[src/rtl/rgb_yuv.sv]
// RGB to BT.601 full-range YUV converter, 4 pixels per clock, with sync carried
// alongside the data and optional 4:2:2 chroma averaging / blanking fill.
module rgb_yuv #(
  parameter int CHROMA_422 = 0,
  parameter int BLANK_FILL = 1
) (
  input  logic        vid_clk,
  input  logic        vid_rst_n,
  input  logic [31:0] RGB_R,
  input  logic [31:0] RGB_G,
  input  logic [31:0] RGB_B,
  input  logic        TPG_HS,
  input  logic        TPG_VS,
  input  logic        TPG_DE,
  output logic        HS,
  output logic        VS,
  output logic        DE,
  output logic [31:0] Y,
  output logic [31:0] U,
  output logic [31:0] V,
  output logic [95:0] data_yuv
);

  localparam int LAT = (CHROMA_422 != 0) ? 4 : 3;

  logic [16:0] p_yr [4];
  logic [16:0] p_yg [4];
  logic [16:0] p_yb [4];
  logic [16:0] p_ur [4];
  logic [16:0] p_ug [4];
  logic [16:0] p_ub [4];
  logic [16:0] p_vr [4];
  logic [16:0] p_vg [4];
  logic [16:0] p_vb [4];

  logic [19:0] s_y [4];
  logic [19:0] s_u [4];
  logic [19:0] s_v [4];

  logic [LAT-1:0] hs_sr, vs_sr, de_sr;
  logic [31:0]    y_q, u_q, v_q;
  logic           blank;

  function automatic logic [7:0] clamp8(input logic [19:0] s);
    if (s[19])            return 8'h00;
    else if (|s[18:17])   return 8'hFF;
    else                  return s[16:9];
  endfunction

  function automatic logic [7:0] avg8(input logic [7:0] a, input logic [7:0] b);
    logic [8:0] t;
    t = {1'b0, a} + {1'b0, b} + 9'd1;
    return t[8:1];
  endfunction

  // Blanking looks at the DE bit that moves into the last sync stage on this edge
  assign blank = (BLANK_FILL != 0) && !de_sr[LAT-2];

  always_ff @(posedge vid_clk) begin
    for (int i = 0; i < 4; i++) begin
      if (!vid_rst_n) begin
        p_yr[i] <= '0; p_yg[i] <= '0; p_yb[i] <= '0;
        p_ur[i] <= '0; p_ug[i] <= '0; p_ub[i] <= '0;
        p_vr[i] <= '0; p_vg[i] <= '0; p_vb[i] <= '0;
      end else begin
        p_yr[i] <= 17'(RGB_R[8*i +: 8]) * 17'd153;
        p_yg[i] <= 17'(RGB_G[8*i +: 8]) * 17'd301;
        p_yb[i] <= 17'(RGB_B[8*i +: 8]) * 17'd58;
        p_ur[i] <= 17'(RGB_R[8*i +: 8]) * 17'd86;
        p_ug[i] <= 17'(RGB_G[8*i +: 8]) * 17'd170;
        p_ub[i] <= 17'(RGB_B[8*i +: 8]) * 17'd256;
        p_vr[i] <= 17'(RGB_R[8*i +: 8]) * 17'd256;
        p_vg[i] <= 17'(RGB_G[8*i +: 8]) * 17'd214;
        p_vb[i] <= 17'(RGB_B[8*i +: 8]) * 17'd42;
      end
    end
  end

  // Sums wrap modulo 2^20, so bit 19 is the sign of the true result
  always_ff @(posedge vid_clk) begin
    for (int i = 0; i < 4; i++) begin
      if (!vid_rst_n) begin
        s_y[i] <= '0;
        s_u[i] <= '0;
        s_v[i] <= '0;
      end else begin
        s_y[i] <= 20'(p_yr[i]) + 20'(p_yg[i]) + 20'(p_yb[i]) + 20'd256;
        s_u[i] <= 20'(p_ub[i]) - 20'(p_ur[i]) - 20'(p_ug[i]) + 20'd65792;
        s_v[i] <= 20'(p_vr[i]) - 20'(p_vg[i]) - 20'(p_vb[i]) + 20'd65792;
      end
    end
  end

  generate
    if (CHROMA_422 == 0) begin : g_444
      always_ff @(posedge vid_clk) begin
        if (!vid_rst_n) begin
          y_q <= '0;
          u_q <= '0;
          v_q <= '0;
        end else begin
          for (int i = 0; i < 4; i++) begin
            y_q[8*i +: 8] <= blank ? 8'h00 : clamp8(s_y[i]);
            u_q[8*i +: 8] <= blank ? 8'h80 : clamp8(s_u[i]);
            v_q[8*i +: 8] <= blank ? 8'h80 : clamp8(s_v[i]);
          end
        end
      end
    end else begin : g_422
      logic [31:0] c_y, c_u, c_v;

      always_ff @(posedge vid_clk) begin
        if (!vid_rst_n) begin
          c_y <= '0;
          c_u <= '0;
          c_v <= '0;
        end else begin
          for (int i = 0; i < 4; i++) begin
            c_y[8*i +: 8] <= clamp8(s_y[i]);
            c_u[8*i +: 8] <= clamp8(s_u[i]);
            c_v[8*i +: 8] <= clamp8(s_v[i]);
          end
        end
      end

      // Each chroma pair (0,1) and (2,3) shares one rounded average
      always_ff @(posedge vid_clk) begin
        if (!vid_rst_n) begin
          y_q <= '0;
          u_q <= '0;
          v_q <= '0;
        end else begin
          y_q <= blank ? 32'h0 : c_y;
          for (int p = 0; p < 2; p++) begin
            u_q[16*p +: 16] <= blank ? 16'h8080 :
                               {2{avg8(c_u[16*p +: 8], c_u[16*p+8 +: 8])}};
            v_q[16*p +: 16] <= blank ? 16'h8080 :
                               {2{avg8(c_v[16*p +: 8], c_v[16*p+8 +: 8])}};
          end
        end
      end
    end
  endgenerate

  always_ff @(posedge vid_clk) begin
    if (!vid_rst_n) begin
      hs_sr <= '0;
      vs_sr <= '0;
      de_sr <= '0;
    end else begin
      hs_sr <= {hs_sr[LAT-2:0], TPG_HS};
      vs_sr <= {vs_sr[LAT-2:0], TPG_VS};
      de_sr <= {de_sr[LAT-2:0], TPG_DE};
    end
  end

  assign HS = hs_sr[LAT-1];
  assign VS = vs_sr[LAT-1];
  assign DE = de_sr[LAT-1];
  assign Y  = y_q;
  assign U  = u_q;
  assign V  = v_q;

  genvar gi;
  generate
    for (gi = 0; gi < 4; gi++) begin : g_pack
      assign data_yuv[24*gi +: 24] = {y_q[8*gi +: 8], u_q[8*gi +: 8], v_q[8*gi +: 8]};
    end
  endgenerate

endmodule

[config.mk]
export PLATFORM = sky130hd
export DESIGN_NAME = rgb_yuv
export DESIGN_NICKNAME = d
export VERILOG_FILES = /design/src/rtl/rgb_yuv.sv
export SDC_FILE = /design/constraint.sdc
export NUM_CORES = 2
export LEC_CHECK = 0
export ABC_CLOCK_PERIOD_IN_PS = 9800
export CELL_PAD_IN_SITES_DETAIL_PLACEMENT = 2
export CELL_PAD_IN_SITES_GLOBAL_PLACEMENT = 2
export CORE_MARGIN = 2
export CORE_UTILIZATION = 43
export DETAILED_ROUTE_END_ITERATION = 8
export PLACE_DENSITY = 0.91
export SYNTH_ARGS = -nofsm -noshare
export SYNTH_HDL_FRONTEND = slang
export SYNTH_SLANG_ARGS = --single-unit
[constraint.sdc]
create_clock -name vid_clk -period 9.8 [get_ports vid_clk]
set_clock_uncertainty 0.05 [all_clocks]
set_input_delay 0.98 -clock vid_clk [delete_from_list [all_inputs] [get_ports vid_clk]]
set_output_delay 0.98 -clock vid_clk [all_outputs]
set_load 0.05 [all_outputs]
==> summary.txt <==
STA
  – Crit path time final: 5.55 ns
  – Final period util: 56.7%
  – Hold Slack: approximately 0.39 ns
  – Final setup vio count: 0
  – Slew Limit Fails: 0
  – Max-slew headroom: 23.0%
  – Slew @ Worst Pin: 1.13 ns
  – Total negative slack for setup checks: 0 ns
  – Fin worst setup slack: 4.25 ns
  – Max frequency: 180 MHz
  – Final Hold Vio Count: 0
  – Unrepaired setup endpoints after global routing: no

Worst setup path
  – CP max stage cell: a2111oi_0
  – CP endpoint kind: register
  – CP Class: input pin to register
  – Startpoint types: input pin
  – Worst-path cell chain: clkdlybuf4s50_1, ha_1, inv_1, fa_1, fa_1, fa_1, inv_1, ha_1, a2111oi_0, o31ai_1, o21ai_1, a21oi_1, mux2i_1
  – Capturing point of the worst reg2reg path: s_v[1][16]
  – Crit path required time: around 10 ns
  – Most frequent CP cell: fa_1
  – R2R Path Start: p_vg[1][4]
  – Crit-path max cell delay: 0.97 ns
  – Worst endpoint data arrival time: 6.08 ns
  – R2r setup slk: 5.05 ns
  – Worst-path maximum fanout: 11
  – Worst reg-to-reg path cell count: 12

Die
  – Die Ht: 364 um
  – Row cnt: 132
  – I/O pin cnt: 296
  – Die Width: 364 um
  – Initial Utilization: 43.2%
  – Placeable Area: 129000 um2
  – Die Footprint: 133000 um2

Yosys
  – Seq/Total Area, Yosys: 23.6%
  – Synth warnings: 0
  – Netlist cell types: 74
  – Post-synthesis area per instance: 9.41 um2
  – Synth area leader: ha_1
  – Primary FF master, synth: dfxtp_1
  – Seq cells post-synth: between 600 and 700
  – Syn nets: 7633
  – Post-synth EDFFs: 0
  – Mapped Cells: 5921
  – Area contributors post-synth: ha_1 (30%), dfxtp_1 (24%), fa_1 (11%)
  – Top-area cell type share of the netlist area: 29.5%
  – FFs w/ async S/R, synth: 0%
  – Post-Syn Area: 55700 um2

Drt
  – WL per Instance: 29.3 um
  – Detailed-route via count: 46.1k
  – Vias per std cell: 5.80
  – Detail Route Antenna Nets: 0
  – DRT Wirelength: about 230000 um
  – 1st-pass router iterations: 5
  – Drt initial violations: 2389
  – DRC: 0

Global route
  – Vias in the first global route: 55.4k
  – Tot GR Track Use: 34.9%
  – Largest net degree at the start of global routing: 151
  – Global-route wire length before repair: 352000 um
  – Overflow after GRT: 0
  – Initial antenna violation count: 12

Power and ir drop
  – Lkg Pwr: 31.2 nW
  – Worst VDD drop: between 0.0002 and 0.00025 V
  – Power per Cell Area: 321 nW/um2
  – Overall Power: 20.2 mW

Clock tree
  – CTS tree: built
  – Root Driver: clkbuf_16
  – Clock transition at the registers of the reported paths: roughly 0.060 ns
  – # clock sinks: around 660
  – Setup Buffers After CTS: 0
  – Post-CTS sizing: 0
  – CTS H-tree lvls: 3
  – Num CTS Buffers: 84
  – Hold Buf Count CTS: 0
  – Clock Tree Buf Depth: 3
  – Clk_lat worst skew: 0.73 ns

Min path
  – Worst Hold Depth: 1
  – WHS Endpoint: U[25]
  – Hold Path Class: register to register
  – Hold path start: s_u[3][10]

Placed design
  – PortBufs: 295
  – Placed Area: 59900 um2
  – Dpl hpwl: about 160000 um
  – Setup WS pre-CTS: ~3.9 ns
  – RD Place Congestion: 0.877

Outcome
  – Outcome: finished, final reports clean

Cells and area
  – Area Growth Syn to Fin: 13.0%
  – Final instance area: 63000 um2
  – Share of cells above drive strength 1: under 10%
  – Nets@finish: about 7.8k

Job
  – Max-cap viol count: 0
[worst max-delay path by stage]
stage                          from          end  slack (ns)  depth (start not counted)
after global placement    RGB_G[30]  p_yg[1][30]        4.21                         13
final                      RGB_G[6]  p_vg[0][13]        4.25                         13
after CTS                  RGB_G[6]  p_vg[0][14]        4.42                         14
after global routing      RGB_G[29]  p_yg[1][33]        4.22                         14
after floorplan           RGB_G[30]  p_yg[1][30]        5.41                         12
after detailed placement   RGB_G[6]  p_vg[0][14]        3.85                         14
[worst max-delay path, delay by kind of cell]
kind                       cells  cell delay (ns)
buffers and inverters          3             0.92
muxes                          1             0.14
AOI/OAI and AO/OA              4             1.63
adders and majority gates      5             2.39
[through the flow]
stage,utilization (%),cells
floorplan,-,5921
global placement,46.4,7787
detailed placement,46.4,7787
CTS,48.7,7940
global route,48.8,7947
finish,48.8,7948
[logic make-up (layout without fill, tap and decap cells)]
kind of cell             Yosys count  after routing  share of synthesized area (%)
XOR/XNOR                         385            385                           6.05
adder cells (fa/ha/maj)         1611           1611                           40.1
multiplexers                      23             23                          0.413
AND/OR/NAND/NOR                 1288           1288                           11.1
other                              0              8                              0
AO/OA/AOI/OAI                    901            901                           11.0
buffers and inverters           1056           1333                           7.76
flip-flops                       657            657                           23.6
[Yosys cell counts, types with 21 or more instances]
library cell,instances
clkbuf_1,71
nor3b_1,26
nor2_1,538
a21o_1,127
a211oi_1,21
or2_2,21
o21a_1,103
a21oi_1,237
xor2_1,182
dfxtp_1,657
nand3_1,63
inv_1,876
xnor2_1,203
a31oi_1,30
nand2b_1,59
mux2i_1,23
a21boi_0,23
buf_4,96
nor2b_1,57
ha_1,1316
o21ai_0,152
and2_1,139
and3_1,23
nand2_1,150
a41oi_1,24
o21bai_1,57
fa_1,295
nor3_1,151
[registers in the layout (all words and copies together), names as in the netlist]
signal	flops
V	32
p_ug	48
s_y	40
de_sr	3
p_vg	57
p_yb	40
p_ub	30
p_yr	58
Y	32
s_v	44
vs_sr	3
p_yg	67
p_vr	26
p_ur	52
U	32
s_u	44
p_vb	46
hs_sr	3
[power breakdown]
part           switching [mW]  internal [mW]  total (mW)
combinational            7.93           4.88        12.8
clock                    1.50           2.06        3.55
sequential              0.454           3.40        3.85
total                    9.88           10.3        20.2
[placed cells by master, fill, tap and decap left out, types with 24 or more instances in the layout]
cell                n
ha_1             1316
inv_1             876
dfxtp_1           656
nor2_1            538
fa_1              295
clkdlybuf4s50_1   294
a21oi_1           237
xnor2_1           203
xor2_1            182
o21ai_0           152
nor3_1            151
nand2_1           149
and2_1            139
a21o_1            127
o21a_1            103
clkbuf_16          86
nand3_1            63
nand2b_1           59
nor2b_1            57
o21bai_1           57
a31oi_1            30
nor3b_1            26
a41oi_1            24
[per-layer routing]
| layer | track usage, % | share of wire, % |
|---|---|---|
| met5 | 0 | 0.010 |
| met4 | 21.6 | 7.0 |
| met3 | 6.26 | 4.5 |
| met2 | 65.4 | 52 |
| met1 | 35.8 | 36 |
[area by class of cell]
type | count | area, um2
fill | 13400 | 66200
multi-input combinational | 4208 | 38300
sequential | 657 | 13200
inverter | 877 | 3300
timing repair buffer | 303 | 3030
clock buffer | 94 | 2230
tap | 1742 | 2180
clock inverter | 59 | 795
antenna | 8 | 20.0
Note: power is estimated with default switching activity, not from simulation.
